$ cat src/rtl/mem_access_stage.sv
// mem_access_stage: MEM pipeline stage. Drives the data-memory handshake,
// aligns store data onto byte lanes, extracts/extends load data, flags
// misaligned accesses and registers the MEM/WB pipeline outputs.
// Optional build macro: MEM_TIMEOUT_EN adds an 8-bit wait counter that
// abandons a stuck access and raises the sticky dmem_timeout flag.
//
// state  | meaning
// S_IDLE | no outstanding access; a new request may be issued
// S_WAIT | request issued, waiting for dmem_ack
module mem_access_stage (
  input  logic        clk,
  input  logic        rst,
  input  logic        memtoreg_in,
  input  logic        regwrite_in,
  input  logic [3:0]  memwrite_in,
  input  logic [31:0] ALUout_in,
  input  logic [31:0] rv2_in,
  input  logic [31:0] immgen_in,
  input  logic [1:0]  regin_in,
  input  logic [31:0] PC_plus4_in,
  input  logic [31:0] idata_in,
  output logic        dmem_req,
  output logic [3:0]  dmem_we,
  output logic [31:0] dmem_addr,
  output logic [31:0] dmem_wdata,
  input  logic [31:0] dmem_rdata,
  input  logic        dmem_ack,
  output logic        regwrite_out,
  output logic [1:0]  regin_out,
  output logic        memtoreg_out,
  output logic [31:0] ALUout_out,
  output logic [31:0] ldata_out,
  output logic [31:0] immgen_out,
  output logic [31:0] PC_plus4_out,
  output logic [4:0]  rd_out,
  output logic        mem_stall,
`ifdef MEM_TIMEOUT_EN
  output logic        dmem_timeout,
`endif
  output logic        misalign_err
);

  typedef enum logic {S_IDLE = 1'b0, S_WAIT = 1'b1} state_t;

  state_t      state, state_nxt;
  logic        access, misaligned, timeout_hit;
  logic [2:0]  funct3;
  logic [4:0]  shamt;
  logic [31:0] rdata_shift, load_data;
  logic        unused_idata;

  assign funct3       = idata_in[14:12];
  assign shamt        = {ALUout_in[1:0], 3'b000};
  assign access       = memtoreg_in || (memwrite_in != 4'b0000);
  assign unused_idata = ^{idata_in[31:15], idata_in[6:0]};

  // Alignment check: byte always fine, halfword needs even address, word needs 4-byte alignment.
  always_comb begin
    misaligned = 1'b0;
    case (funct3)
      3'b000, 3'b100: misaligned = 1'b0;
      3'b001, 3'b101: misaligned = ALUout_in[0];
      default:        misaligned = (ALUout_in[1:0] != 2'b00);
    endcase
  end

  // Load data: bring the addressed lane down to bit 0, then extend to the access width.
  always_comb begin
    rdata_shift = dmem_rdata >> shamt;
    case (funct3)
      3'b000:  load_data = {{24{rdata_shift[7]}}, rdata_shift[7:0]};
      3'b001:  load_data = {{16{rdata_shift[15]}}, rdata_shift[15:0]};
      3'b100:  load_data = {24'h000000, rdata_shift[7:0]};
      3'b101:  load_data = {16'h0000, rdata_shift[15:0]};
      default: load_data = rdata_shift;
    endcase
  end

`ifdef MEM_TIMEOUT_EN
  logic [7:0] wait_cnt;

  assign timeout_hit = (state == S_WAIT) && (wait_cnt == 8'hFF);

  // Wait counter: restarts on entry to S_WAIT, counts every cycle spent waiting.
  always_ff @(posedge clk or posedge rst) begin
    if (rst) begin
      wait_cnt <= 8'h00;
    end else if (state == S_IDLE && state_nxt == S_WAIT) begin
      wait_cnt <= 8'h00;
    end else if (state == S_WAIT) begin
      wait_cnt <= wait_cnt + 8'h01;
    end
  end

  // Sticky timeout flag, only reset clears it.
  always_ff @(posedge clk or posedge rst) begin
    if (rst) begin
      dmem_timeout <= 1'b0;
    end else if (timeout_hit) begin
      dmem_timeout <= 1'b1;
    end
  end
`else
  assign timeout_hit = 1'b0;
`endif

  // State register.
  always_ff @(posedge clk or posedge rst) begin
    if (rst) begin
      state <= S_IDLE;
    end else begin
      state <= state_nxt;
    end
  end

  // Next-state logic.
  always_comb begin
    state_nxt = state;
    case (state)
      S_IDLE:  if (dmem_req && !dmem_ack) state_nxt = S_WAIT;
      S_WAIT:  if (dmem_ack || timeout_hit) state_nxt = S_IDLE;
      default: state_nxt = S_IDLE;
    endcase
  end

  // Handshake outputs; reset gates the request so an abandoned access drops at once.
  always_comb begin
    dmem_req = 1'b0;
    if (!rst) begin
      if (state == S_IDLE) dmem_req = access && !misaligned;
      else                 dmem_req = !timeout_hit;
    end
    dmem_we   = dmem_req ? memwrite_in : 4'b0000;
    mem_stall = dmem_req && !dmem_ack;
  end

  assign dmem_addr  = {ALUout_in[31:2], 2'b00};
  assign dmem_wdata = rv2_in << shamt;

  // MEM/WB register: advance when not stalled, otherwise insert a bubble holding the data fields.
  always_ff @(posedge clk or posedge rst) begin
    if (rst) begin
      regwrite_out <= 1'b0;
      regin_out    <= 2'b00;
      memtoreg_out <= 1'b0;
      ALUout_out   <= 32'h0;
      ldata_out    <= 32'h0;
      immgen_out   <= 32'h0;
      PC_plus4_out <= 32'h0;
      rd_out       <= 5'h00;
      misalign_err <= 1'b0;
    end else begin
      misalign_err <= (state == S_IDLE) && access && misaligned;
      if (mem_stall || timeout_hit) begin
        regwrite_out <= 1'b0;
        memtoreg_out <= 1'b0;
      end else begin
        regwrite_out <= regwrite_in && !(access && misaligned);
        regin_out    <= regin_in;
        memtoreg_out <= memtoreg_in;
        ALUout_out   <= ALUout_in;
        immgen_out   <= immgen_in;
        PC_plus4_out <= PC_plus4_in;
        rd_out       <= idata_in[11:7];
        if (dmem_req && dmem_ack && memtoreg_in) ldata_out <= load_data;
      end
    end
  end

endmodule

$ cat config.mk
export PLATFORM = sky130hd
export DESIGN_NAME = mem_access_stage
export DESIGN_NICKNAME = d
export VERILOG_FILES = /design/src/rtl/mem_access_stage.sv
export SDC_FILE = /design/constraint.sdc
export NUM_CORES = 1
export LEC_CHECK = 0
export BUFFER_PORTS_ARGS = -buffer_cell sky130_fd_sc_hd__buf_2
export CORE_AREA = 3 3 161 163
export CTS_CLUSTER_DIAMETER = 50
export DETAILED_ROUTE_END_ITERATION = 12
export DIE_AREA = 0 0 164 166
export PLACE_DENSITY = 0.55
export SLEW_MARGIN = 0
export SYNTH_ARGS = -nofsm -noshare
export SYNTH_HDL_FRONTEND = slang
export SYNTH_SLANG_ARGS = --single-unit
$ cat constraint.sdc
create_clock -name clk -period 5 [get_ports clk]
set_input_delay 0.75 -clock clk [delete_from_list [all_inputs] [get_ports clk]]
set_output_delay 0.75 -clock clk [all_outputs]
set_load 0.1 [all_outputs]
; ---- Word-level counts from Yosys, hierarchy flattened
; Cells that the tools add are included.
[op_classes]
n_eq_ne = 3
shift = 2
muxes = 10
bitwise = 2
n_reduce_logical = 18
[op_table]
columns = cell, count
row1 = 32-bit case mux with 4 select lines, 1
row2 = 32-bit by 5-bit << shifter with 32-bit output, 1
row3 = 32-bit by 5-bit right shift with 32-bit output, 1
row4 = 1-bit logical AND, 8
row5 = 3-bit equality test (second input constant), 2
row6 = 1-bit two-way mux, 6
row7 = 4-bit two-way mux, 1
row8 = 1-bit case mux with 2 select lines, 2
row9 = 4-bit nonzero test, 1
row10 = 2-bit OR reduction, 2
row11 = 3-bit by 1-bit equality test with 1-bit output (second input constant), 1
row12 = 1-bit logical NOT, 3
row13 = 3-bit logical NOT, 1
row14 = 1-bit NOT, 2
row15 = 2-bit AND reduction, 1
row16 = 2-bit nonzero test, 1
row17 = 1-bit logical OR, 1
[totals]
register_bits = 139
input_bits = 203
output_inout_bits = 208

; ---- Depth between registers and ports, before layout
; Gate-level depths: netlist of run 1.
[logic_depth]
ltp_word = 10
mapped_depth = 7

; ---- Worst setup path after synthesis of run 1
; No wires, ideal clock.
[synth_path]
path_type = input to register
start = input port rst
end = register ldata_out[0]
setup_time_ps = 125
arrival_time_ps = 4835
required_ps = 4875
path_slack_ps = 40
cell_stages = 4
path_buffers = 1
path_cell_list = inv_1 o2111a_2 buf_6 mux2_2
[synth_via]
elab_chain_len = 4
word_cells_on_any_way = 6
cone_classes = 1 x mux / 1 x bitwise / 4 x reduce/logical
[synth_rtl]
columns = item, line
row1 = "start, declared", 12  ; input logic rst,
row2 = 1-bit two-way mux *, 129  ; if (!rst) begin
row3 = "1-bit logical AND, on equally long branches", "165, 134"
row4 = 1-bit logical AND / 1-bit NOT (equally long branches), --
row5 = 2-bit AND reduction (no line) *, --
row6 = "end signal, assigned", 165  ; if (dmem_req && dmem_ack && memtoreg_in) ldata_out <= load_data;
row7 = "end, declared", 32  ; output logic [31:0] ldata_out,
; Every way passes the cells marked *; elsewhere a longest branch is shown, timed or not.
; A chain may end at the register's enable or synchronous reset.

; ---- Worst setup path in the final report of run 1
[layout_path]
start = input port ALUout_in[1]
end = output port dmem_we[2]
[layout_via]
elab_chain_len = 7
[layout_rtl]
columns = item, line
row1 = "start, declared", 16  ; input logic [31:0] ALUout_in,
row2 = 2-bit nonzero test, 63  ; default: misaligned = (ALUout_in[1:0] != 2'b00);
row3 = 1-bit case mux with 2 select lines, 60  ; case (funct3)
row4 = 1-bit logical NOT, 130  ; if (state == S_IDLE) dmem_req = access && !misaligned;
row5 = 1-bit logical AND, 130
row6 = 1-bit two-way mux, 130
row7 = 1-bit two-way mux, 129
row8 = 4-bit two-way mux, 133  ; dmem_we = dmem_req ? memwrite_in : 4'b0000;
row9 = "end, declared", 23  ; output logic [3:0] dmem_we,
; No other way between the ends.

==> qor.csv, run 1 <==
stage,metric,value,unit
setup_path,critPathMaxFanout,33,
cells_and_area,register_area,3480,sq um
cells_and_area,fin_nets,1068,
place,place.detailed.hpwl,15200,um
flow_run,max_cap_violations,0,
clock_network,tritoncts,yes,
die,io_pins,411,
global_route,pin_count_of_the_biggest_net_entering_global_routing,106,
sta,post-route-period-util,63.2,%
clock_network,worst_setup_hold_path_clk_slew,0.07,ns
sta,period_needed,3.16,ns
die,placement_rows,57,
clock_network,cts-htree-levels,4,
die,core_area,24500,sq um
sta,timing_max_transition_violations_final,0,
setup_path,reg2reg_depth,2,
worst_hold_path,hold_path.startpoint,immgen_out[10],
die,vert_die_dim,166,um
global_route,grt_antenna_before_repair,1,
global_route,globalRoute.totalOverflow,0,
worst_hold_path,hold_path_depth,1,
synth,mappedNetlistArea,6700,sq um
synth,synth.avg_cell_area,12.9,sq um
drt,drt_iter0_markers,219,
drt,detail_route.wirelength,20300,um
drt,drt_drc_violations_left,0,
clock_network,cts_resized,0,
die,initial_utilization,27.4,%
worst_hold_path,worstHoldPathType,register to register,
sta,setup_viol,0,
synth,synth_warnings,0,
synth,synth_largest_type_area_fraction,51.9,%
sta,clock_skew,0.0103,ns
die,design.die.area,27200,sq um
setup_path,launching_element_type_of_the_critical_path,input pin,
sta,rsz0062_at_grt,no,
synth,synth-async-reset-ratio,100,%
pwr,vdd_drop_max,0.262,mV
synth,synth_cell_type_count,33,
setup_path,timing.reg2reg.setup_slack,3.20,ns
worst_hold_path,timing.hold.worst_endpoint,immgen_out[10],
pwr,leakage,4.62,nW
cells_and_area,fin_util,37.9,%
clock_network,clk_latency,0.42,ns
setup_path,worst_setup_path_end_kind,primary output,
pwr,power_density,478,nW/um^2
setup_path,critPathArrivalTime,2.41,ns
clock_network,buffer_cell_driving_the_clock_tree_root,sky130_fd_sc_hd__clkbuf_16,
place,io_buffer_count,384,
synth,synth_edf_count,0,
place,routabilityCongestion,0.841,
outcome,run_status,"complete, no violations",
pwr,p_total,0.00442,W
drt,vias,5348,
setup_path,crit_path_start,ALUout_in[1],
setup_path,crit_required,4.25,ns
clock_network,post_cts_setup_buffer_count,0,
cells_and_area,post_route_cells_drive_above_1_share,60.4,%
setup_path,setup.worst_path.class,input pin to primary output,
synth,dominant_synthesized_flop_cell,sky130_fd_sc_hd__dfrtp_1,
synth,post_synth_main_area_contributors,"sky130_fd_sc_hd__dfrtp_1 52%, sky130_fd_sc_hd__mux2_2 17%, sky130_fd_sc_hd__mux2_1 6.2%, sky130_fd_sc_hd__mux2i_1 4.9%, sky130_fd_sc_hd__buf_4 3.6%",
setup_path,critical_path.reg2reg.startpoint,state,
drt,drtAntennaViolNets,0,
sta,whs,0.480,ns
synth,library_cell_with_the_largest_summed_area_after_synthesis,sky130_fd_sc_hd__dfrtp_1,
global_route,first_global_vias,5491,
sta,setup_tns,0,ns
drt,drt-pass1-iter-count,4,
setup_path,r2r-end,ldata_out[8],
clock_network,clockBufferDepth,2,
synth,syn_inst_count,519,
global_route,grt_first_pass_wirelength,31300,um
synth,register_area_share_after_synthesis,51.9,%
clock_network,holdBufCountCts,0,
sta,finalHoldViolations,0,
clock_network,cts_buffers,17,
synth,synth_seq_cells,139,
drt,drt-vias-per-instance,4.45,
cells_and_area,flow.area_growth_from_synthesis,38.2,%
cells_and_area,multi_input_area,2800,sq um
clock_network,clock_sink_count,139,
sta,worst_slew_pin_slew,0.905,ns
global_route,grt_usage,14.7,%
sta,slew_headroom,39.7,%
die,die-width,164,um
sta,max_clock_freq,317,MHz
cells_and_area,fillers,2481,
drt,route.detailed.wl_per_inst,16.8,um
## metal layers
metal	global-route usage (%)	vias to the layer above	part of all wire [%]
met3	4.51	25	7.5
met2	24.5	212	49
met5	0	-	0
met1	18.0	2577	41
met4	5.11	0	2.4
li1	-	2534	-
## cells in the mapped netlist, types with 2 or more instances
cell type / number
sky130_fd_sc_hd__o21ai_0: 18
sky130_fd_sc_hd__nor2b_1: 18
sky130_fd_sc_hd__buf_1: 4
sky130_fd_sc_hd__a211oi_1: 15
sky130_fd_sc_hd__inv_1: 2
sky130_fd_sc_hd__buf_2: 12
sky130_fd_sc_hd__buf_6: 8
sky130_fd_sc_hd__a2bb2oi_1: 7
sky130_fd_sc_hd__nor3b_1: 4
sky130_fd_sc_hd__a21oi_1: 16
sky130_fd_sc_hd__o2bb2ai_1: 8
sky130_fd_sc_hd__nand2b_1: 2
sky130_fd_sc_hd__buf_4: 32
sky130_fd_sc_hd__a22o_1: 8
sky130_fd_sc_hd__mux2_1: 37
sky130_fd_sc_hd__mux2i_1: 33
sky130_fd_sc_hd__and2_1: 10
sky130_fd_sc_hd__dfrtp_1: 139
sky130_fd_sc_hd__mux2_2: 99
sky130_fd_sc_hd__nand2_1: 10
sky130_fd_sc_hd__clkbuf_1: 9
sky130_fd_sc_hd__nor2_1: 17
## how the worst max path moves through the flow
| stage | end | slack [ns] | depth (start not counted) |
|---|---|---|---|
| after floorplan | ldata_out[0] | 0.04 | 4 |
| after global placement | dmem_we[0] | 1.79 | 6 |
| after detailed placement | dmem_we[2] | 1.82 | 6 |
| after CTS | dmem_we[2] | 1.81 | 6 |
| after global routing | dmem_we[2] | 1.64 | 6 |
| final | dmem_we[2] | 1.84 | 6 |
## report_power, final
part           switching [W]  total (W)  internal (W)
combinational        0.00156    0.00188      0.000321
clock               0.000552    0.00122      0.000670
sequential         0.0000645    0.00133       0.00126
total                0.00217    0.00442       0.00225
## worst max-delay path, cell delays in order
cell	delay, ns
sky130_fd_sc_hd__buf_2	0.28
sky130_fd_sc_hd__o21ai_0	0.39
sky130_fd_sc_hd__o211a_4	0.25
sky130_fd_sc_hd__nor2_1	0.10
sky130_fd_sc_hd__nor3b_1	0.19
sky130_fd_sc_hd__buf_2	0.45
## layout make-up
type	count	share of cell area, %
Clock buffer	18	4.74
Timing Repair Buffer	391	21.6
Sequential cell	139	37.6
Clock inverter	14	1.39
Antenna cell	1	0.0270
Tap cell	324	4.38
Inverter	2	0.135
Multi-Input combinational cell	314	30.2
## cells by family (layout without fill, tap and decap cells)
family | count (synthesis) | in the layout | share of synthesized area [%]
AO/OA/AOI/OAI | 77 | 77 | 8.05
buffers and inverters | 67 | 425 | 6.66
flip-flops | 139 | 139 | 51.9
multiplexers | 170 | 170 | 28.1
other | 1 | 3 | 0.0559
AND/OR/NAND/NOR | 65 | 65 | 5.23
## sequential cells by signal (all words and copies together), names as in the netlist
signal        cells
ALUout_out       32
PC_plus4_out     32
immgen_out       32
ldata_out        32
memtoreg_out      1
misalign_err      1
rd_out            5
regin_out         2
regwrite_out      1
state             1
## placed cells by master (no fill, tap or decap), drive strengths merged, types with 2 or more instances in the layout
master    netlist  layout
a22o            8       8
a2bb2oi         7       7
clkinv          0       3
a21oi          16      16
dfrtp         139     139
and2           10      10
inv             2      10
nor2           17      17
nor2b          18      18
clkbuf          9      18
mux2          136     136
o2bb2ai         8       8
clkinvlp        0       3
nand2b          2       2
nor3b           4       4
a211oi         15      15
conb            1       2
o21ai          19      19
nand2          10      10
mux2i          33      33
buf            56     391
## per-stage QoR
stage | instances | setup WS [ns] | cell area, sq um
2_1_floorplan | 520 | 0.0399 | 6710
3_3_place_gp | 1170 | 1.79 | 8690
3_5_place_dp | 1170 | 1.82 | 8690
4_1_cts | 1202 | 1.81 | 9260
5_1_grt | 1203 | 1.64 | 9260
6_report | 1203 | 1.84 | 9260
Note: power is estimated with default switching activity, not from simulation.
==> inputs of run 2 (changes only) <==
--- a/config.mk
+++ b/config.mk
@@ -6,11 +6,11 @@
 export NUM_CORES = 1
 export LEC_CHECK = 0
 export BUFFER_PORTS_ARGS = -buffer_cell sky130_fd_sc_hd__buf_2
-export CORE_AREA = 3 3 161 163
+export CORE_AREA = 3 3 156 158
 export CTS_CLUSTER_DIAMETER = 50
 export DETAILED_ROUTE_END_ITERATION = 12
-export DIE_AREA = 0 0 164 166
-export PLACE_DENSITY = 0.55
+export DIE_AREA = 0 0 159 161
+export PLACE_DENSITY = 0.6
 export SLEW_MARGIN = 0
 export SYNTH_ARGS = -nofsm -noshare
 export SYNTH_HDL_FRONTEND = slang
==> constraint.sdc (replaced) <==
create_clock -name clk -period 2.79 [get_ports clk]
set_input_delay 0.4185 -clock clk [delete_from_list [all_inputs] [get_ports clk]]
set_output_delay 0.4185 -clock clk [all_outputs]
set_load 0.1 [all_outputs]
==> run 2 against run 1 <==
- sequential cell count is the same
- first-iteration DRC count shrank 14%
- critical path type unchanged
- sequential power grew 78%
- setup slack lost 1.5 ns
- non-clock buffer count grew 8
- largest power group unchanged
==> qor.csv, run 2 (synthesis results as in run 1) <==
stage,metric,value,unit
die,io_pins,411,
cells_and_area,n_antenna_cell,0,
setup_path,reg2reg_depth,2,
clock_network,cts_resized,0,
sta,setup_viol,0,
setup_path,worst-path-buf-inv,3,
sta,clock_skew,0.00711,ns
pwr,leakage,4.81,nW
place,post_dp_cell_area,9260,sq um
global_route,pin_count_of_the_biggest_net_entering_global_routing,141,
setup_path,crit_chain,"buf_2, or4_4, o211a_4, o21ai_4, inv_1, buf_2",
pwr,p_total,0.00816,W
sta,slew_headroom,40.0,%
sta,worst_slew_pin_slew,0.901,ns
clock_network,post_cts_setup_buffer_count,0,
cells_and_area,layout_common_cells,"360 x sky130_fd_sc_hd__buf_2, 139 x sky130_fd_sc_hd__dfrtp_1, 99 x sky130_fd_sc_hd__mux2_2",
clock_network,buffer_cell_driving_the_clock_tree_root,sky130_fd_sc_hd__clkbuf_16,
outcome,run_status,"complete, no violations",
clock_network,clockBufferDepth,2,
worst_hold_path,hold_path_depth,2,
clock_network,holdBufCountCts,0,
drt,drt-vias-per-instance,4.47,
die,initial_utilization,28.8,%
global_route,globalRoute.totalOverflow,0,
clock_network,clock_sink_count,139,
die,die-width,159,um
place,routabilityCongestion,0.788,
cells_and_area,post_route_cells_drive_above_1_share,63.4,%
sta,finalHoldViolations,0,
die,vert_die_dim,161,um
cells_and_area,fin_nets,1076,
setup_path,launching_element_type_of_the_critical_path,input pin,
clock_network,worst_setup_hold_path_clk_slew,0.06,ns
place,io_buffer_count,384,
die,core_area,23300,sq um
sta,max_clock_freq,408,MHz
drt,drt_drc_violations_left,0,
clock_network,cts-htree-levels,4,
global_route,first_global_vias,5629,
place,place.detailed.hpwl,15800,um
drt,vias,5384,
die,design.die.area,25600,sq um
setup_path,critPathMaxFanout,9,
global_route,grt_antenna_before_repair,1,
setup_path,worst_setup_path_end_kind,primary output,
setup_path,cpLargestDelayFamily,compound AO/OA/AOI/OAI gates,
sta,period_needed,2.45,ns
sta,setup_tns,0,ns
pwr,vdd_drop_max,0.377,mV
sta,whs,0.201,ns
worst_hold_path,worstHoldPathType,input pin to register,
setup_path,crit_required,2.37,ns
drt,drt_iter0_markers,188,
cells_and_area,total_non_filler_cell_area_in_the_finished_layout,9850,sq um
drt,route.detailed.wl_per_inst,16.9,um
setup_path,slowest_stage,sky130_fd_sc_hd__or4_4,
setup_path,critical_path_stages,6,
setup_path,setup.worst_path.class,input pin to primary output,
sta,timing_max_transition_violations_final,0,
sta,rsz0062_at_grt,no,
global_route,grt_usage,15.7,%
setup_path,critPathArrivalTime,2.03,ns
cells_and_area,mostFrequentLayoutCell,sky130_fd_sc_hd__buf_2,
pwr,power_density,829,nW/um^2
drt,detail_route.wirelength,20400,um
sta,post-route-period-util,87.9,%
setup_path,critical-path-top-cell-by-count,sky130_fd_sc_hd__buf_2,
die,placement_rows,56,
cells_and_area,fin_util,42.3,%
cells_and_area,fillers,2280,
clock_network,cts_buffers,17,
clock_network,tritoncts,yes,
cells_and_area,flow.area_growth_from_synthesis,46.9,%
global_route,grt_first_pass_wirelength,31700,um
setup_path,slowest_delay,0.53,ns
clock_network,clk_latency,0.41,ns
drt,drtAntennaViolNets,0,
drt,drt-pass1-iter-count,4,
flow_run,max_cap_violations,0,
-- run 2: path summary, 6_finish.rpt --
check | slack [ns] | to | start
min reg2reg | 0.48 | immgen_out[0] | immgen_out[0]
min | 0.20 | state | dmem_ack
max | 0.34 | mem_stall | memwrite_in[1]
max reg2reg | 0.96 | ldata_out[11] | state
min in group asynchronous | 0.27 | regwrite_out | rst
max in group asynchronous | 1.88 | ldata_out[1] | rst
-- run 2: worst register-to-register path, stage by stage, from the launching register on --
cell and delay (ns):
sky130_fd_sc_hd__dfrtp_1 0.46, sky130_fd_sc_hd__o2111a_2 0.82, sky130_fd_sc_hd__mux2_2 0.45
-- run 2: cell type report --
cell class | count | area [sq um] | area share [%]
Timing Repair Buffer | 399 | 2440 | 24.8
Tap cell | 319 | 399 | 4.05
Multi-Input combinational cell | 314 | 2930 | 29.7
Clock inverter | 14 | 149 | 1.51
Sequential cell | 139 | 3480 | 35.3
Inverter | 2 | 11.3 | 0.114
Clock buffer | 18 | 439 | 4.46
-- run 2: through the flow --
stage	cells	setup slack [ns]
after global routing	1205	0.242
after detailed placement	1173	0.223
after global placement	1173	0.233
after floorplan	520	-0.983
after CTS	1205	0.326
final	1205	0.337
-- run 2: per-layer routing --
layer	part of all wire (%)	up-vias	track usage, %
met5	0.064	-	0
met1	42	2626	19.6
met3	6.9	19	4.46
met2	49	196	26.4
li1	-	2541	-
met4	1.6	2	4.74
-- run 2: power by group --
part           switching (W)  total, W  internal, W
registers           0.000115   0.00237      0.00226
clock network       0.000982   0.00227      0.00129
logic                0.00283   0.00352     0.000689
total                0.00393   0.00816      0.00424
==> inputs of run 3 (changes only) <==
--- a/config.mk
+++ b/config.mk
@@ -6,11 +6,13 @@
 export NUM_CORES = 1
 export LEC_CHECK = 0
 export BUFFER_PORTS_ARGS = -buffer_cell sky130_fd_sc_hd__buf_2
+export CAP_MARGIN = 25
 export CORE_AREA = 3 3 156 158
 export CTS_CLUSTER_DIAMETER = 50
 export DETAILED_ROUTE_END_ITERATION = 12
 export DIE_AREA = 0 0 159 161
 export PLACE_DENSITY = 0.6
+export SETUP_SLACK_MARGIN = 0.4
 export SLEW_MARGIN = 0
 export SYNTH_ARGS = -nofsm -noshare
 export SYNTH_HDL_FRONTEND = slang
==> run 3 against run 2 <==
- cell count rose by 0.25%
- sequential cell count is the same
- critical path depth is 1 higher
- first-iteration DRC count fell by 31%
- count of clock-buffer cells in the layout decreased by 1
- final area grew 1.7%
- global-route usage up 0.15 points
- core utilization up 0.73 points
- critical path type unchanged
==> qor.csv, run 3 (synthesis results as in run 1) <==
stage,metric,value,unit
cells_and_area,final_instance_count_without_filler_cells,1208,
worst_hold_path,worstHoldPathType,input pin to register,
global_route,grt_first_pass_wirelength,31900,um
global_route,busiest_layer,met2,
drt,vias,5402,
setup_path,critical_path.reg2reg.startpoint,state,
outcome,run_status,"complete, no violations",
clock_network,tritoncts,yes,
flow_run,max_cap_violations,0,
cells_and_area,total_non_filler_cell_area_in_the_finished_layout,10000,sq um
pwr,leakage,4.84,nW
sta,rsz0062_at_grt,yes,
clock_network,cts_buffers,17,
drt,drt-pass1-iter-count,4,
setup_path,setup.worst_path.class,input pin to primary output,
clock_network,worst_setup_hold_path_clk_slew,0.06,ns
sta,timing_max_transition_violations_final,0,
setup_path,critical_path.endpoint,dmem_we[2],
die,core_area,23300,sq um
global_route,pin_count_of_the_biggest_net_entering_global_routing,141,
pwr,power_density,808,nW/um^2
sta,setup_viol,0,
place,routabilityCongestion,0.834,
setup_path,crit_path_start,memwrite_in[1],
setup_path,reg2reg_depth,2,
global_route,grt_antenna_before_repair,2,
global_route,groute.layer.met1.usage,18.9,%
clock_network,cts-htree-levels,4,
sta,period_needed,2.34,ns
place,post_dp_cell_area,9430,sq um
global_route,globalRoute.totalOverflow,0,
sta,clock_skew,0.0184,ns
clock_network,clockBufferDepth,2,
sta,post-route-period-util,84.0,%
global_route,grt_usage,15.8,%
clock_network,clk_latency,0.42,ns
drt,route.detailed.wl_per_inst,17.3,um
setup_path,slowest_delay,0.53,ns
sta,finalHoldViolations,0,
cells_and_area,fillers,2226,
cells_and_area,mostFrequentLayoutCell,sky130_fd_sc_hd__buf_2,
die,placement_rows,56,
setup_path,worst_setup_path_end_kind,primary output,
place,dpl.cell_count,1171,
clock_network,buffer_cell_driving_the_clock_tree_root,sky130_fd_sc_hd__clkbuf_16,
die,io_pins,411,
setup_path,critPathMaxFanout,5,
cells_and_area,flow.area_growth_from_synthesis,49.5,%
die,vert_die_dim,161,um
place,place.detailed.hpwl,16100,um
die,initial_utilization,28.8,%
die,die-width,159,um
drt,detail_route.wirelength,20900,um
setup_path,critPathArrivalTime,1.93,ns
drt,drt_iter0_markers,129,
drt,drt-vias-per-instance,4.47,
sta,whs,0.189,ns
drt,drt_drc_violations_left,0,
global_route,first_global_vias,5670,
setup_path,crit_required,2.37,ns
place,io_buffer_count,384,
setup_path,timing.reg2reg.setup_slack,0.97,ns
die,design.die.area,25600,sq um
cells_and_area,fin_nets,1076,
setup_path,launching_element_type_of_the_critical_path,input pin,
sta,slew_headroom,44.5,%
sta,worst_slew_pin_slew,0.833,ns
global_route,grt_util_met2,28.0,%
cells_and_area,post_route_cells_drive_above_1_share,65.1,%
setup_path,slowest_stage,sky130_fd_sc_hd__or4_4,
sta,max_clock_freq,427,MHz
setup_path,r2r-end,ldata_out[1],
setup_path,crit_chain,"buf_2, or4_4, o211a_4, nor2_2, buf_4, nor3b_4, clkbuf_4",
cells_and_area,layout_common_cells,"355 x sky130_fd_sc_hd__buf_2, 139 x sky130_fd_sc_hd__dfrtp_1, 99 x sky130_fd_sc_hd__mux2_2",
pwr,vdd_drop_max,0.365,mV
clock_network,clock_sink_count,139,
drt,drtAntennaViolNets,0,
pwr,p_total,0.00809,W
global_route,met3_usage,3.64,%
-- run 3: cell types whose count changed in the layout (fill, tap and decap cells not counted), sizes merged --
cell and delta:
buf -3, bufinv -1, clkbuf +2, clkinv +2
diode +3
-- run 3: routing by layer --
layer | wire (um) | vias up | share of wire (%)
met3 | 1100 | 24 | 5.3
met2 | 10900 | 206 | 52
met1 | 8530 | 2618 | 41
met4 | 413 | 0 | 2.0
li1 | - | 2554 | -
met5 | 0 | - | 0
-- run 3: what timing repair did --
item,in CTS,in global routing
setup buffers,1,0
hold buffers,0,0
cloned,0,0
pin swaps,1,0
resized for setup,0,5
endpoints found under the setup margin,1,4
-- run 3: metrics by stage --
stage	utilization [%]	setup TNS, ns	setup WS, ns
3_5_place_dp	40.5	0	0.332
3_3_place_gp	40.5	0	0.340
4_1_cts	43.0	0	0.431
5_1_grt	43.1	0	0.398
2_1_floorplan	-	-22.61	-0.711
6_report	43.1	0	0.446
-- run 3: worst min path at each step --
stage                           startpoint               end  slack (ns)  cells past startpoint
after floorplan                   dmem_ack             state        0.48                      1
after global placement    PC_plus4_out[23]  PC_plus4_out[23]        0.46                      1
after detailed placement  PC_plus4_out[27]  PC_plus4_out[27]        0.47                      1
after CTS                         dmem_ack             state        0.16                      2
after global routing              dmem_ack             state        0.17                      2
final                             dmem_ack             state        0.19                      2
-- run 3: where the power goes --
part	leakage [nW]	internal [W]	total, W	switching (W)
Sequential	1.66	0.00226	0.00238	0.000118
Clock	0.271	0.00117	0.00216	0.000988
Combinational	2.92	0.000709	0.00356	0.00285
-- run 3: layout make-up --
type / count / area (sq um) / area share [%]
Antenna cell: 3 / 7.51 / 0.0749
Sequential cell: 139 / 3480 / 34.7
Timing Repair Buffer: 399 / 2470 / 24.7
Inverter: 2 / 11.3 / 0.112
Tap cell: 319 / 399 / 3.98
Clock buffer: 17 / 425 / 4.25
Clock inverter: 15 / 129 / 1.29
Multi-Input combinational cell: 314 / 3100 / 30.9
-- run 3: worst max-delay path, delay by kind of cell --
family / cells / cell delay, ns
AO/OA/AOI/OAI: 1 / 0.27
buffers and inverters: 3 / 0.56
AND/OR/NAND/NOR: 3 / 0.65
